$ cat config.mk
export PLATFORM = sky130hd
export DESIGN_NAME = vga_timing_engine
export DESIGN_NICKNAME = d
export VERILOG_FILES = /design/src/rtl/vga_pkg.sv /design/src/rtl/vga_pattern_gen.sv /design/src/rtl/vga_timing_engine.sv
export SDC_FILE = /design/constraint.sdc
export NUM_CORES = 1
export LEC_CHECK = 0
export ABC_AREA = 1
export CORE_ASPECT_RATIO = 0.8
export CORE_MARGIN = 10
export CORE_UTILIZATION = 35
export CTS_CLUSTER_SIZE = 8
export DETAILED_ROUTE_END_ITERATION = 8
export PLACE_DENSITY = 0.62
export SLEW_MARGIN = 20
export SYNTH_ARGS = -nofsm -noshare
export SYNTH_HDL_FRONTEND = slang
export SYNTH_SLANG_ARGS = --single-unit
$ cat constraint.sdc
create_clock -name CLK -period 3.8 [get_ports CLK]
set_clock_uncertainty 0.2 [all_clocks]
set_input_delay 0.38 -clock CLK [delete_from_list [all_inputs] [get_ports CLK]]
set_output_delay 0.38 -clock CLK [all_outputs]
set_load 0.02 [all_outputs]
$ cat src/rtl/vga_pkg.sv
// Shared definitions for the VGA raster engine: pattern mode encodings,
// the eight-colour bar palette and standard timing presets.
package vga_pkg;

    typedef enum logic [1:0] {
        MODE_EXT  = 2'd0,
        MODE_VBAR = 2'd1,
        MODE_HBAR = 2'd2,
        MODE_CHK  = 2'd3
    } vga_mode_t;

    typedef struct packed {
        int h_disp;
        int h_front;
        int h_sync;
        int h_back;
        int v_disp;
        int v_front;
        int v_sync;
        int v_back;
        bit h_pol;
        bit v_pol;
    } vga_timing_t;

    localparam vga_timing_t TIMING_640X480_60 = '{
        h_disp: 640, h_front: 16, h_sync: 96, h_back: 48,
        v_disp: 480, v_front: 10, v_sync: 2, v_back: 33,
        h_pol: 1'b0, v_pol: 1'b0
    };

    localparam vga_timing_t TIMING_800X600_60 = '{
        h_disp: 800, h_front: 40, h_sync: 128, h_back: 88,
        v_disp: 600, v_front: 1, v_sync: 4, v_back: 23,
        h_pol: 1'b1, v_pol: 1'b1
    };

    localparam vga_timing_t TIMING_1280X1024_60 = '{
        h_disp: 1280, h_front: 48, h_sync: 112, h_back: 248,
        v_disp: 1024, v_front: 1, v_sync: 3, v_back: 38,
        h_pol: 1'b1, v_pol: 1'b1
    };

    // {R,G,B} on/off mask for bar colour idx, brightest first.
    function automatic logic [2:0] palette_mask(input logic [2:0] idx);
        logic [2:0] mask;
        case (idx)
            3'd0:    mask = 3'b111;
            3'd1:    mask = 3'b110;
            3'd2:    mask = 3'b011;
            3'd3:    mask = 3'b010;
            3'd4:    mask = 3'b101;
            3'd5:    mask = 3'b100;
            3'd6:    mask = 3'b001;
            default: mask = 3'b000;
        endcase
        return mask;
    endfunction

endpackage

$ cat src/rtl/vga_pattern_gen.sv
// Test-pattern colour source: bars and checkerboard computed from the requested
// pixel stream, registered so it lines up with externally returned pixel data.
module vga_pattern_gen
    import vga_pkg::*;
#(
    parameter int H_DISP   = 1280,
    parameter int V_DISP   = 1024,
    parameter int CW       = 4,
    parameter int CNT_W    = 11,
    parameter int NUM_BARS = 8,
    parameter int CHK_LOG2 = 5
) (
    input  logic             clk,
    input  logic             rst_n,
    input  logic             ce,
    input  logic [CNT_W-1:0] x,
    input  logic [CNT_W-1:0] y,
    input  logic             de,
    input  vga_mode_t        mode,
    output logic [3*CW-1:0]  rgb
);
    localparam logic [CNT_W-1:0] BAR_W_M1 = CNT_W'(H_DISP / NUM_BARS - 1);
    localparam logic [CNT_W-1:0] BAR_H_M1 = CNT_W'(V_DISP / NUM_BARS - 1);
    localparam logic [CNT_W-1:0] LAST_BAR = CNT_W'(NUM_BARS - 1);
    localparam logic [CNT_W-1:0] LAST_X   = CNT_W'(H_DISP - 1);
    localparam logic [CNT_W-1:0] LAST_Y   = CNT_W'(V_DISP - 1);

    logic [CNT_W-1:0] h_sub, h_bar, v_sub, v_bar;
    logic [2:0]       h_pal, v_pal;
    logic [2:0]       mask;

    // Sub-counters track the bar of the pixel currently presented, replacing a divider;
    // the last bar saturates so remainder pixels extend it.
    always_ff @(posedge clk) begin
        if (!rst_n) begin
            h_sub <= '0;
            h_bar <= '0;
            h_pal <= '0;
            v_sub <= '0;
            v_bar <= '0;
            v_pal <= '0;
            rgb   <= '0;
        end else if (ce) begin
            if (!de || x == LAST_X) begin
                h_sub <= '0;
                h_bar <= '0;
                h_pal <= '0;
            end else if (h_sub != BAR_W_M1) begin
                h_sub <= h_sub + 1'b1;
            end else if (h_bar != LAST_BAR) begin
                h_sub <= '0;
                h_bar <= h_bar + 1'b1;
                h_pal <= h_pal + 3'd1;
            end
            if (de && x == LAST_X) begin
                if (y == LAST_Y) begin
                    v_sub <= '0;
                    v_bar <= '0;
                    v_pal <= '0;
                end else if (v_sub != BAR_H_M1) begin
                    v_sub <= v_sub + 1'b1;
                end else if (v_bar != LAST_BAR) begin
                    v_sub <= '0;
                    v_bar <= v_bar + 1'b1;
                    v_pal <= v_pal + 3'd1;
                end
            end
            rgb <= de ? {{CW{mask[2]}}, {CW{mask[1]}}, {CW{mask[0]}}} : '0;
        end
    end

    always_comb begin
        mask = 3'b000;
        case (mode)
            MODE_VBAR: mask = palette_mask(h_pal);
            MODE_HBAR: mask = palette_mask(v_pal);
            MODE_CHK:  mask = (x[CHK_LOG2] ^ y[CHK_LOG2]) ? 3'b111 : 3'b000;
            default:   mask = 3'b000;
        endcase
    end

endmodule

$ cat src/rtl/vga_timing_engine.sv
// VGA raster engine: programmable H/V timing, pixel request/return pipeline and
// built-in test patterns, all advancing only on pixel-enable edges.
module vga_timing_engine
    import vga_pkg::*;
#(
    parameter int H_DISP   = TIMING_1280X1024_60.h_disp,
    parameter int H_FRONT  = TIMING_1280X1024_60.h_front,
    parameter int H_SYNC   = TIMING_1280X1024_60.h_sync,
    parameter int H_BACK   = TIMING_1280X1024_60.h_back,
    parameter int V_DISP   = TIMING_1280X1024_60.v_disp,
    parameter int V_FRONT  = TIMING_1280X1024_60.v_front,
    parameter int V_SYNC   = TIMING_1280X1024_60.v_sync,
    parameter int V_BACK   = TIMING_1280X1024_60.v_back,
    parameter bit H_POL    = 1'b1,
    parameter bit V_POL    = 1'b1,
    parameter int CW       = 4,
    parameter int CNT_W    = 11,
    parameter int NUM_BARS = 8,
    parameter int CHK_LOG2 = 5
) (
    input  logic             CLK,
    input  logic             RST_N,
    input  logic             PIX_CE,
    input  logic [1:0]       MODE,
    output logic             PIX_REQ,
    output logic [CNT_W-1:0] PIX_X,
    output logic [CNT_W-1:0] PIX_Y,
    input  logic [3*CW-1:0]  PIX_DATA,
    output logic             FRAME_START,
    output logic             VGA_HSYNC,
    output logic             VGA_VSYNC,
    output logic             VGA_DE,
    output logic [CW-1:0]    VGA_RED,
    output logic [CW-1:0]    VGA_GREEN,
    output logic [CW-1:0]    VGA_BLUE
);
    localparam int H_TOTAL = H_DISP + H_FRONT + H_SYNC + H_BACK;
    localparam int V_TOTAL = V_DISP + V_FRONT + V_SYNC + V_BACK;
    localparam logic [CNT_W-1:0] H_LAST = CNT_W'(H_TOTAL - 1);
    localparam logic [CNT_W-1:0] V_LAST = CNT_W'(V_TOTAL - 1);
    localparam logic [CNT_W-1:0] H_ACT  = CNT_W'(H_DISP);
    localparam logic [CNT_W-1:0] V_ACT  = CNT_W'(V_DISP);
    localparam logic [CNT_W-1:0] HS_BEG = CNT_W'(H_DISP + H_FRONT);
    localparam logic [CNT_W-1:0] HS_END = CNT_W'(H_DISP + H_FRONT + H_SYNC);
    localparam logic [CNT_W-1:0] VS_BEG = CNT_W'(V_DISP + V_FRONT);
    localparam logic [CNT_W-1:0] VS_END = CNT_W'(V_DISP + V_FRONT + V_SYNC);

    logic [CNT_W-1:0] hcnt, vcnt;
    vga_mode_t        mode_q;
    logic             active, line_end, frame_origin, hs_region, vs_region;
    logic             hs1, vs1, de2, hs2, vs2, ext2;
    logic [3*CW-1:0]  pat_rgb;

    assign active       = (hcnt < H_ACT) && (vcnt < V_ACT);
    assign line_end     = (hcnt == H_LAST);
    assign frame_origin = (hcnt == '0) && (vcnt == '0);
    assign hs_region    = (hcnt >= HS_BEG) && (hcnt < HS_END);
    assign vs_region    = (vcnt >= VS_BEG) && (vcnt < VS_END);

    // Stage 1: raster counters, pixel request and frame-boundary mode capture.
    always_ff @(posedge CLK) begin
        if (!RST_N) begin
            hcnt        <= '0;
            vcnt        <= '0;
            mode_q      <= MODE_VBAR;
            PIX_REQ     <= 1'b0;
            PIX_X       <= '0;
            PIX_Y       <= '0;
            FRAME_START <= 1'b0;
            hs1         <= 1'b0;
            vs1         <= 1'b0;
        end else if (PIX_CE) begin
            hcnt <= line_end ? '0 : hcnt + 1'b1;
            if (line_end) begin
                vcnt <= (vcnt == V_LAST) ? '0 : vcnt + 1'b1;
            end
            if (frame_origin) begin
                mode_q <= vga_mode_t'(MODE);
            end
            PIX_REQ     <= active;
            PIX_X       <= active ? hcnt : '0;
            PIX_Y       <= active ? vcnt : '0;
            FRAME_START <= frame_origin;
            hs1         <= hs_region;
            vs1         <= vs_region;
        end
    end

    // Stages 2 and 3: wait for the returned pixel, then drive the connector.
    always_ff @(posedge CLK) begin
        if (!RST_N) begin
            de2       <= 1'b0;
            hs2       <= 1'b0;
            vs2       <= 1'b0;
            ext2      <= 1'b0;
            VGA_DE    <= 1'b0;
            VGA_HSYNC <= ~H_POL;
            VGA_VSYNC <= ~V_POL;
            {VGA_RED, VGA_GREEN, VGA_BLUE} <= '0;
        end else if (PIX_CE) begin
            de2       <= PIX_REQ;
            hs2       <= hs1;
            vs2       <= vs1;
            ext2      <= (mode_q == MODE_EXT);
            VGA_DE    <= de2;
            VGA_HSYNC <= hs2 ? H_POL : ~H_POL;
            VGA_VSYNC <= vs2 ? V_POL : ~V_POL;
            {VGA_RED, VGA_GREEN, VGA_BLUE} <= !de2 ? '0 : (ext2 ? PIX_DATA : pat_rgb);
        end
    end

    vga_pattern_gen #(
        .H_DISP  (H_DISP),
        .V_DISP  (V_DISP),
        .CW      (CW),
        .CNT_W   (CNT_W),
        .NUM_BARS(NUM_BARS),
        .CHK_LOG2(CHK_LOG2)
    ) u_pattern (
        .clk  (CLK),
        .rst_n(RST_N),
        .ce   (PIX_CE),
        .x    (PIX_X),
        .y    (PIX_Y),
        .de   (PIX_REQ),
        .mode (mode_q),
        .rgb  (pat_rgb)
    );

endmodule
==> summary.txt <==
Hold path
  – Worst hold path type: flop to flop
  – Worst hold path stage count: 2

Detailed routing
  – Initial DRT Pass Iterations: 5
  – DRT iter0 DRCs: 533
  – WL per Instance: 14.18 um
  – # DRC: 0
  – Detailed Route WL: 18.33 mm
  – Vias per std cell: 4.991
  – Via count: 6454
  – Final ANT Viol Nets: 0

STA
  – Hold Fails Final Rpt: 0
  – Slew Viols, Final: 0
  – Peak Freq: 420.5 MHz
  – # setup viols final: 0
  – Worst hold slack: 0.2665 ns
  – Final min period: 2.378 ns
  – Actual transition at the worst max-transition pin: 0.6003 ns
  – RSZ-0062 raised after global routing: no
  – Slew HR: 59.88%
  – Setup ws final: 1.422 ns
  – TNS Setup: 0 ns
  – Final period util: 62.58%

Die
  – Top-Level Pins: 56
  – Starting Density: 36.13%
  – Total core area: 18390 sq um
  – Rows: 44
  – Die Wd: 174.0 um
  – Die area: 24920 sq um
  – Die height: 143.2 um

Power
  – Pleak: 2.786 nW
  – PwrDens: 383.1 nW/um^2
  – Worst VDD drop: 0.2650 mV

Setup path
  – R2R cell count: 8
  – CP required: 3.95 ns
  – Critical path class: flop to flop
  – CP arrival: 2.53 ns
  – Critical Path Source Type: flop
  – CP max FO: 11
  – Setup crit end kind: flop

Global route
  – Total GRT Usage: 14.67%
  – Vias in the first global route: 5873
  – Antenna violations before repair: 0
  – Global-route wire length before repair: 30.23 mm
  – Largest net degree at the start of global routing: 37
  – Global route overflow: 0

Cells and area
  – # diodes: 0
  – Most frequent cells in the layout: 227 x nand2_1, 122 x dfxtp_1, 120 x nor2_1
  – Area Overhead vs Synth: 19.29%
  – Fillers: 1962
  – Share of cells above drive strength 1: 6.923%
  – Layout Nets: 1063
  – Commonest non-fill, non-tap cell in the layout: nand2_1

Flow run
  – Total of max-cap violations: 0

CTS
  – CTS hold repair buffers: 0
  – Number of setup buffers added after CTS: 0
  – CTS tree: built
  – Worst-path clk slew: 0.06 ns
  – Clock sink count: 122
  – TritonCTS Buffers: 17
  – Clk Latency, worst-skew pair: 0.43 ns
  – Root buffer cell: clkbuf_16
  – PostCTS Resize Cnt: 0
  – H-tree depth: 4
  – Largest buffer count on any clock path: 2

Placement
  – Dpl hpwl: 13.21 mm
  – Gpl congestion: 0.8921
  – Number of I/O port buffers: 55
  – Worst slack at placement: 1.140 ns

Logic synthesis
  – Synth top area share: 36.77%
  – Number of synthesized flops with an enable pin: 0
  – Sequential fraction of the synthesis area: 36.77%
  – Synth area leaders: dfxtp_1 37%, nand2_1 13%, nand3_1 7.9%, nor2_1 6.8%, a21oi_1 6.0%
  – Yosys warns: 0
  – Synth Area per Inst: 6.751 sq um
  – Most used DFF post-synth: dfxtp_1
  – Area leader, netlist: dfxtp_1
  – Synth Instances: 984
  – Syn Nets: 1020
  – Area of the mapped netlist: 6643 sq um
  – Number of synthesized register bits: 122
  – Fraction of registers with async set/reset: 0%
  – Synth cell types: 43

Outcome
  – Status: completed
## power by group
| part | total [mW] | leakage (nW) | internal, mW | switching, mW |
|---|---|---|---|---|
| combinational | 0.161 | 1.52 | 0.0522 | 0.109 |
| clock | 1.57 | 0.277 | 0.939 | 0.629 |
| sequential | 1.31 | 0.985 | 1.29 | 0.0142 |
| total | 3.04 | 2.79 | 2.28 | 0.752 |
## final cells by class
class | count | area, sq um | share of cell area, %
clock inverter | 12 | 116.4 | 1.469
tap | 253 | 316.6 | 3.995
timing repair buffer | 60 | 583.1 | 7.358
clock buffer | 20 | 456.7 | 5.763
multi-input combinational | 730 | 3649 | 46.04
inverter | 96 | 360.3 | 4.548
sequential | 122 | 2442 | 30.82
## critical path: stages, from the launching register on
cell and delay, ns:
dfxtp_1 0.45, nand2_1 0.08, nor2_1 0.17, nand3_1 0.41, nand2_1 0.33, nand2_1 0.20
nor2_2 0.24, nand2_1 0.08, a21oi_1 0.15
## logic make-up after synthesis
group	after synthesis	synth area share, %
buffers and inverters	132	8.307
xor gates and xnor gates	15	1.978
DFF	122	36.77
and+or+nand+nor	536	36.45
AOI/OAI and AO/OA	160	12.92
adders and majority gates	19	3.579
## state kept, by name, summed over array words and instances (netlist names), 2 cells and up
signal	cells
PIX_X	11
PIX_Y	11
VGA_BLUE	4
VGA_GREEN	4
VGA_RED	4
hcnt	11
mode_q	2
u_pattern.h_bar	11
u_pattern.h_pal	3
u_pattern.h_sub	11
u_pattern.rgb	3
u_pattern.v_bar	11
u_pattern.v_pal	3
u_pattern.v_sub	11
vcnt	11
## stage by stage
stage | utilization, % | cells | area [sq um] | power (mW)
5_1_grt | 43.09 | 1293 | 7924 | 3.140
3_3_place_gp | 39.98 | 1261 | 7351 | 1.494
3_5_place_dp | 39.98 | 1261 | 7351 | 1.495
6_report | 43.09 | 1293 | 7924 | 3.036
2_1_floorplan | - | 984 | 6643 | 1.440
4_1_cts | 43.09 | 1293 | 7924 | 3.059
## synthesized netlist by cell type, types with 3 or more instances
cell type and count:
nand3b_1 6, o21ai_0 61, inv_1 89, a21oi_2 3, o22ai_1 3, buf_1 3
ha_1 19, a21oi_1 80, nand2_1 227, xnor2_1 3, nand3_1 105, buf_6 5
nor2_4 3, xor2_1 12, nor2_1 120, nor3_1 24, dfxtp_1 122, buf_2 6
nand4_1 24, nand2_2 5, inv_2 5, clkbuf_1 19, o211ai_1 4, buf_4 3
nor2_2 7
## metal layers
layer	part of all wire, %	track usage [%]	vias to the layer above	wire length [um]
li1	-	-	3332	-
met2	44	22.46	139	7998
met1	50	19.91	2967	9234
met3	4.9	3.636	16	891
met4	1.1	4.445	0	209
met5	0	0	-	0
## path summary, 6_finish.rpt
kind                            from  slack, ns            endpoint
setup / recovery            PIX_Y[5]       1.42  u_pattern.v_bar[3]
hold / removal    u_pattern.h_pal[2]       0.27  u_pattern.h_pal[2]
setup reg to reg            PIX_Y[5]       1.42  u_pattern.v_bar[3]
hold reg to reg   u_pattern.h_pal[2]       0.27  u_pattern.h_pal[2]
Power figures use the tool's default switching activity.
